<file path="src/rtl/bus_arbiter_if.sv">
`default_nettype none
// ============================================================================
// Module      : bus_arbiter_if
// Description : Shared-bus request/grant and strobe bundle seen by the arbiter.
//               The arbiter connects through the slave modport; requesters and
//               bus observers connect through the master modport.
// Revision    : 1.0 - initial release
// ============================================================================
interface bus_arbiter_if #(
    parameter int MASTERS = 2
);
    logic [MASTERS-1:0] bus_req;
    logic [MASTERS-1:0] bus_grant;
    logic               rd_bus;
    logic               wr_bus;
    logic               fc_bus;
    logic               watchdog;

    modport slave (
        input  bus_req,
        input  rd_bus,
        input  wr_bus,
        input  fc_bus,
        output bus_grant,
        output watchdog
    );

    modport master (
        output bus_req,
        output rd_bus,
        output wr_bus,
        output fc_bus,
        input  bus_grant,
        input  watchdog
    );
endinterface
`default_nettype wire

</file>
<file path="src/rtl/bus_arbiter.sv">
`default_nettype none
// ============================================================================
// Module      : bus_arbiter
// Description : Central shared-bus arbiter with one-cycle dead handover and a
//               transfer watchdog. Master 0 is the default owner.
//               BUS_ARBITER_ROUND_ROBIN_EN selects round-robin winner choice
//               among masters 1..MASTERS-1 (default: highest index wins).
// Revision    : 1.0 - initial release
// ============================================================================
module bus_arbiter #(
    parameter int MASTERS = 2,
    parameter int TIMEOUT = 256,
    parameter int WD_W    = 16
) (
    input  wire logic        clk,
    input  wire logic        rst,
    bus_arbiter_if.slave     bus
);

    localparam int OW = (MASTERS > 1) ? $clog2(MASTERS) : 1;

    localparam logic [0:0] ST_GRANTED  = 1'b0;
    localparam logic [0:0] ST_HANDOVER = 1'b1;

    localparam logic [WD_W-1:0] WD_LAST = WD_W'(TIMEOUT - 1);

    logic [0:0]      state_q,    state_d;
    logic [OW-1:0]   owner_q,    owner_d;
    logic [WD_W-1:0] wd_cnt_q,   wd_cnt_d;
    logic            watchdog_q, watchdog_d;

    logic            bus_active;
    logic            any_req;
    logic [OW-1:0]   winner;
    logic [MASTERS-1:0] grant;

    assign bus_active = bus.rd_bus ^ bus.wr_bus;

`ifdef BUS_ARBITER_ROUND_ROBIN_EN
    logic [OW-1:0] last_winner_q, last_winner_d;

    // Search order: last_winner+1 .. MASTERS-1, then wrap to 1; index 0 never competes.
    always_comb begin
        int cand;
        winner  = '0;
        any_req = 1'b0;
        cand    = 0;
        for (int k = 0; k < MASTERS - 1; k++) begin
            cand = int'(last_winner_q) + k + 1;
            if (cand > MASTERS - 1) begin
                cand = cand - (MASTERS - 1);
            end
            if (!any_req && bus.bus_req[cand]) begin
                winner  = OW'(cand);
                any_req = 1'b1;
            end
        end
    end

    always_comb begin
        last_winner_d = last_winner_q;
        if (state_q == ST_HANDOVER && owner_q != '0) begin
            last_winner_d = owner_q;
        end
    end

    always_ff @(posedge clk or posedge rst) begin
        if (rst) begin
            last_winner_q <= '0;
        end else begin
            last_winner_q <= last_winner_d;
        end
    end
`else
    always_comb begin
        winner  = '0;
        any_req = 1'b0;
        for (int i = 1; i < MASTERS; i++) begin
            if (bus.bus_req[i]) begin
                winner  = OW'(i);
                any_req = 1'b1;
            end
        end
    end
`endif

    // During HANDOVER owner_q already holds the incoming master; the grant is simply masked.
    always_comb begin
        state_d = state_q;
        owner_d = owner_q;
        case (state_q)
            ST_GRANTED: begin
                if (!bus_active) begin
                    if (owner_q == '0) begin
                        if (any_req) begin
                            owner_d = winner;
                            state_d = ST_HANDOVER;
                        end
                    end else if (!bus.bus_req[owner_q]) begin
                        owner_d = winner;
                        state_d = ST_HANDOVER;
                    end
                end
            end
            ST_HANDOVER: begin
                state_d = ST_GRANTED;
            end
            default: begin
                state_d = ST_GRANTED;
                owner_d = '0;
            end
        endcase
    end

    // fc_bus takes precedence over the terminal count, so no pulse when both coincide.
    always_comb begin
        wd_cnt_d   = wd_cnt_q + WD_W'(1);
        watchdog_d = 1'b0;
        if (state_q == ST_HANDOVER || !bus_active || bus.fc_bus) begin
            wd_cnt_d = '0;
        end else if (wd_cnt_q == WD_LAST) begin
            wd_cnt_d   = '0;
            watchdog_d = 1'b1;
        end
    end

    always_ff @(posedge clk or posedge rst) begin
        if (rst) begin
            state_q    <= ST_GRANTED;
            owner_q    <= '0;
            wd_cnt_q   <= '0;
            watchdog_q <= 1'b0;
        end else begin
            state_q    <= state_d;
            owner_q    <= owner_d;
            wd_cnt_q   <= wd_cnt_d;
            watchdog_q <= watchdog_d;
        end
    end

    always_comb begin
        grant = '0;
        if (state_q == ST_GRANTED) begin
            grant[owner_q] = 1'b1;
        end
    end

    assign bus.bus_grant = grant;
    assign bus.watchdog  = watchdog_q;

endmodule
`default_nettype wire

</file>
<file path="src/flat_wrapper.sv">
// flat-port wrapper written by rule: the top's interface ports become plain ports
module bus_arbiter_flat 
#(
    parameter int MASTERS = 2,
    parameter int TIMEOUT = 256,
    parameter int WD_W    = 16
)
  (clk, rst, bus_bus_req, bus_rd_bus, bus_wr_bus, bus_fc_bus, bus_bus_grant, bus_watchdog);
  bus_arbiter_if #(.MASTERS(MASTERS)) bus_i ();
  input  wire logic clk;
  input  wire logic rst;
  input wire logic [$bits(bus_i.bus_req)-1:0] bus_bus_req;
  input wire logic [$bits(bus_i.rd_bus)-1:0] bus_rd_bus;
  input wire logic [$bits(bus_i.wr_bus)-1:0] bus_wr_bus;
  input wire logic [$bits(bus_i.fc_bus)-1:0] bus_fc_bus;
  output wire logic [$bits(bus_i.bus_grant)-1:0] bus_bus_grant;
  output wire logic [$bits(bus_i.watchdog)-1:0] bus_watchdog;
  assign bus_i.bus_req = bus_bus_req;
  assign bus_i.rd_bus = bus_rd_bus;
  assign bus_i.wr_bus = bus_wr_bus;
  assign bus_i.fc_bus = bus_fc_bus;
  assign bus_bus_grant = bus_i.bus_grant;
  assign bus_watchdog = bus_i.watchdog;
  bus_arbiter #(.MASTERS(MASTERS), .TIMEOUT(TIMEOUT), .WD_W(WD_W)) u_core (.clk(clk), .rst(rst), .bus(bus_i));
endmodule
</file>
<file path="config.mk">
export PLATFORM = sky130hd
export DESIGN_NAME = bus_arbiter_flat
export DESIGN_NICKNAME = d
export VERILOG_FILES = /design/src/rtl/bus_arbiter_if.sv /design/src/rtl/bus_arbiter.sv /design/src/flat_wrapper.sv
export SDC_FILE = /design/constraint.sdc
export NUM_CORES = 1
export LEC_CHECK = 0
export ABC_CLOCK_PERIOD_IN_PS = 1600
export CAP_MARGIN = 0
export CORE_MARGIN = 1
export CORE_UTILIZATION = 33
export DETAILED_ROUTE_END_ITERATION = 12
export SYNTH_ARGS = -nofsm -noshare
export SYNTH_HDL_FRONTEND = slang
export SYNTH_SLANG_ARGS = --single-unit
</file>
<file path="constraint.sdc">
create_clock -name clk -period 1.6 [get_ports clk]
set_input_delay 0.48 -clock clk [delete_from_list [all_inputs] [get_ports clk]]
set_output_delay 0.48 -clock clk [all_outputs]
set_load 0.1 [all_outputs]
</file>
=== Word level (Yosys, flattened, before mapping) ===
Cells that the tools add are included.

* Output and inout port bits: 3
* Register bits after elaboration: 19

* Eq/ne operators: 1
* Bitwise gates (word level): 3
* Add/sub/neg operators: 1
* Reduce and logical (&&, ||, !) cells: 5
* Multiplexer cells: 17
* $lt $le $gt $ge: 2

{| class="wikitable"
|+ Operators with widths
! kind !! number
|-
| $mux 16 || 2
|-
| $add 16x1->16 const B || 1
|-
| $eq 16x8->1 const B || 1
|-
| $mux 1 || 12
|-
| $logic_or 1x1->1 || 2
|-
| $lt 1x2->1 const B || 1
|-
| $mux 2 || 1
|-
| $not 1->1 || 2
|-
| $pmux 1 s2 || 1
|-
| $reduce_and 2->1 || 1
|-
| $demux 1 s1 || 1
|-
| $ge 1x1->1 const B || 1
|-
| $logic_and 1x1->1 || 1
|-
| $logic_not 1->1 || 1
|-
| $xor 1x1->1 || 1
|}

=== Longest topological paths before layout ===
* Depth in word-level cells: 6
* Gate-level depth with buffers: 6

=== Worst setup path before layout ===
Ideal clock, no wire load.

* Kind: register to output
* Start: reg u_core.state_q
* End: out bus_bus_grant[1]
* Data arrival time: 1745 ps
* Setup slack: -625 ps
* Buffers on the path: 0
* Stages on the path, launching flop included: 2
* Cell sequence: dfrtp_1 nor2b_1

* Cells in the longest elaborated chain, start to end: 1

{| class="wikitable"
|+ Ends and longest elaborated chain
! item !! line !! text
|-
| from (decl) || bus_arbiter.sv:27 || <nowiki>logic [0:0] state_q, state_d;</nowiki>
|-
| from (signal assigned) || bus_arbiter.sv:134 || <nowiki>state_q <= state_d;</nowiki>
|-
| $mux 2 || bus_arbiter.sv:143 || <nowiki>if (state_q == ST_GRANTED) begin</nowiki>
|-
| to (decl) || flat_wrapper.sv:16 || <nowiki>output wire logic [$bits(bus_i.bus_grant)-1:0] bus_bus_grant;</nowiki>
|}

No other way between the ends.

=== Final worst setup path ===
Same ends and word-level chain as after synthesis.

==> results.json <==
{
  "synth.most_common_cell": "dfrtp_1",
  "final_nets": 122,
  "boundaryPins": 10,
  "vdd_drop_max_mv": 1.04,
  "grt_max_degree": 20,
  "seqPwrFrac_pct": 46.6,
  "cts_root_buffer": "clkbuf_4",
  "die_w_um": 55.4,
  "final.period_utilization_pct": 97.2,
  "worst_pin_slew_ps": 358,
  "die_h_um": 55.4,
  "skew_ps": 3.40,
  "p_leak_nw": 0.496,
  "synth-main-ff-cell": "dfrtp_1",
  "synth_cell_type_count": 20,
  "ant_nets": 0,
  "drive_gt1_share_pct": 23.9,
  "drt-vias-per-instance": 4.98,
  "cts_max_level": 1,
  "synth_top_cell_area_share_pct": 50.5,
  "critPathBufInv": 1,
  "cp_max_fo": 3,
  "antenna_found_initial": 0,
  "drt-wirelength-per-cell_um": 11.5,
  "grt_pass1_wl_mm": 3.08,
  "syn_area_um2": 941,
  "seq_area_frac_synth_pct": 50.5,
  "hold_class": "input port to asynchronous set/reset pin",
  "pwr-share-clk_pct": 21.3,
  "place_area_um2": 1130,
  "critical_path_class": "flip-flop to primary output",
  "gp_congestion": 0.761,
  "cts_buffer_depth": 2,
  "cp.required_ps": 1120,
  "io_buffers": 8,
  "overflow": 0,
  "fill_cells": 240,
  "whs_ps": 485,
  "power_density_nw_per_um2": 944,
  "finalSetupTns_ps": 0,
  "grt_pass1_vias": 740,
  "synth_commonest_cells": "dfrtp_1 (19), nor2_1 (18), xnor2_1 (8), xor2_1 (8), nor4_1 (6)",
  "place_ws_ps": -143,
  "area_delta_synth_final_pct": 27.0,
  "hold_viol": 0,
  "routed-via-count": 712,
  "maxSlewHeadroom_pct": 75.9,
  "ctsHoldBuffers": 0,
  "drc": 0,
  "internal_power_mw": 0.748,
  "fin_ws_ps": 45.4,
  "start_util_pct": 36.3,
  "drtIter0Drc": 10,
  "switchingPower_mw": 0.381,
  "dr.pass1.iters": 4,
  "status": "finished, final reports clean",
  "synthCells": 93,
  "regArea_um2": 478,
  "cap_violations": 0,
  "cp_top_family": "flip-flops",
  "crit_chain": "nor2b_4 -> buf_12",
  "netlist.top_cell.by_area": "dfrtp_1",
  "hpwl_mm": 1.20,
  "clock_latency_ps": 300,
  "clock_sinks": 19,
  "synth_area_leaders": "dfrtp_1 (51%), xnor2_1 (7.4%), xor2_1 (7.4%), nor2_1 (7.2%), nor4_1 (4.0%)",
  "netSwitchingFraction_pct": 33.7,
  "synth_seq_cells": 19,
  "p_total_mw": 1.13,
  "die-area_um2": 3070,
  "synth_nets": 101,
  "start_kind": "flip-flop",
  "setup-violations-final": 0,
  "maxSlewViolCount": 0,
  "async_reset_ff_share_pct": 100,
  "power_frac_comb_pct": 32.1,
  "cts_tree": "yes",
  "crit_path_end_kind": "primary output",
  "design_area_um2": 1190,
  "min_period_ps": 1550,
  "critPathSlowestCell": "dfrtp_2",
  "ys_warn_count": 0,
  "cpPeakStageDelay_ps": 460,
  "synth-edff-count": 0,
  "clkTransAtPathRegs_ps": 100,
  "worstPathArrival_ps": 1070,
  "rows": 18,
  "multi_input_area_um2": 460,
  "fmax_mhz": 643,
  "coreArea_um2": 2590,
  "grt_setup_unrepaired": "true",
  "numCtsBuffers": 3,
  "grt_usage_pct": 12.4,
  "wirelength_mm": 1.64,
  "diodes": 0,
  "syn_area_per_cell_um2": 10.1
}
## timing repair
item,CTS,global route
setup buffers,1,1
pin swaps,0,0
cloned,0,0
gates resized for setup,1,4
endpoints found under the setup margin,2,11
## power groups by stage
| stage | registers, mW | clock network (mW) | logic (mW) |
|---|---|---|---|
| after floorplan | 0.528 | 0 | 0.209 |
| after detailed placement | 0.529 | 0 | 0.332 |
| after global routing | 0.532 | 0.271 | 0.378 |
| after CTS | 0.519 | 0.252 | 0.351 |
| after global placement | 0.529 | 0 | 0.330 |
| final | 0.526 | 0.241 | 0.362 |
## flip-flops by register name, summed over array words and instances, names as in the netlist
register and cells:
u_core.wd_cnt_q 16, u_core.bus.watchdog 1, u_core.owner_q 1, u_core.state_q 1
## layout make-up
type                    count  share of cell area (%)
well taps                  30                    3.14
inverters                   4                    1.26
multi-input cells          69                    38.5
repair buffers             17                    14.9
clock buffers               4                    2.20
flip-flops and latches     19                    40.0
## worst paths after layout
kind | startpoint | end | slack [ps] | cells after the start
min in group clk | u_core.wd_cnt_q[0] | u_core.wd_cnt_q[0] | 570 | 2
max | u_core.state_q | bus_bus_grant[1] | 50 | 2
max reg2reg | u_core.wd_cnt_q[2] | u_core.wd_cnt_q[9] | 150 | 5
max in group asynchronous | rst | u_core.owner_q | 900 | 3
min | rst | u_core.wd_cnt_q[4] | 490 | 3
min reg2reg | u_core.wd_cnt_q[0] | u_core.wd_cnt_q[0] | 570 | 2
## stage by stage
step           instances  util, %
6_report             143     46.1
5_1_grt              143     46.1
4_1_cts              142     45.3
3_5_place_dp         137     43.8
3_3_place_gp         137     43.8
2_1_floorplan         93        -
## routing by layer
metal | part of all wire [%] | track usage (%)
met1 | 48 | 16.5
met2 | 47 | 19.3
met3 | 4.1 | 4.22
met4 | 1.6 | 3.21
met5 | 0 | 0
## placed cells by master, fill, tap and decap left out, types with 2 or more instances in the layout
master / instances
buf_4: 9
clkdlybuf4s50_1: 5
clkbuf_4: 3
xor2_1: 8
nand2_1: 5
nor2_2: 3
nand3_1: 5
dfrtp_1: 17
nor4_1: 5
dfrtp_2: 2
nor2_1: 17
xnor2_1: 8
nand4_1: 5
inv_1: 4
buf_12: 3
or3_1: 2
nor3_1: 2
## cells by family (layout without fill, tap and decap cells)
| family | after synthesis | in the layout | share of synthesized area, % |
|---|---|---|---|
| adder cells (fa/ha/maj) | 1 | 1 | 1.33 |
| XOR/XNOR | 16 | 16 | 14.9 |
| multiplexers | 1 | 1 | 1.20 |
| AND/OR/NAND/NOR | 51 | 51 | 29.3 |
| flip-flops | 19 | 19 | 50.5 |
| buffers and inverters | 5 | 25 | 2.79 |
## worst reg2reg max path, cell delays in order, from the launching register on
cell and delay [ps]:
dfrtp_1 500, and4_2 310, nand4_1 150, nand3_2 110
buf_4 210, nor2_1 80
Note: power is estimated with default switching activity, not from simulation.
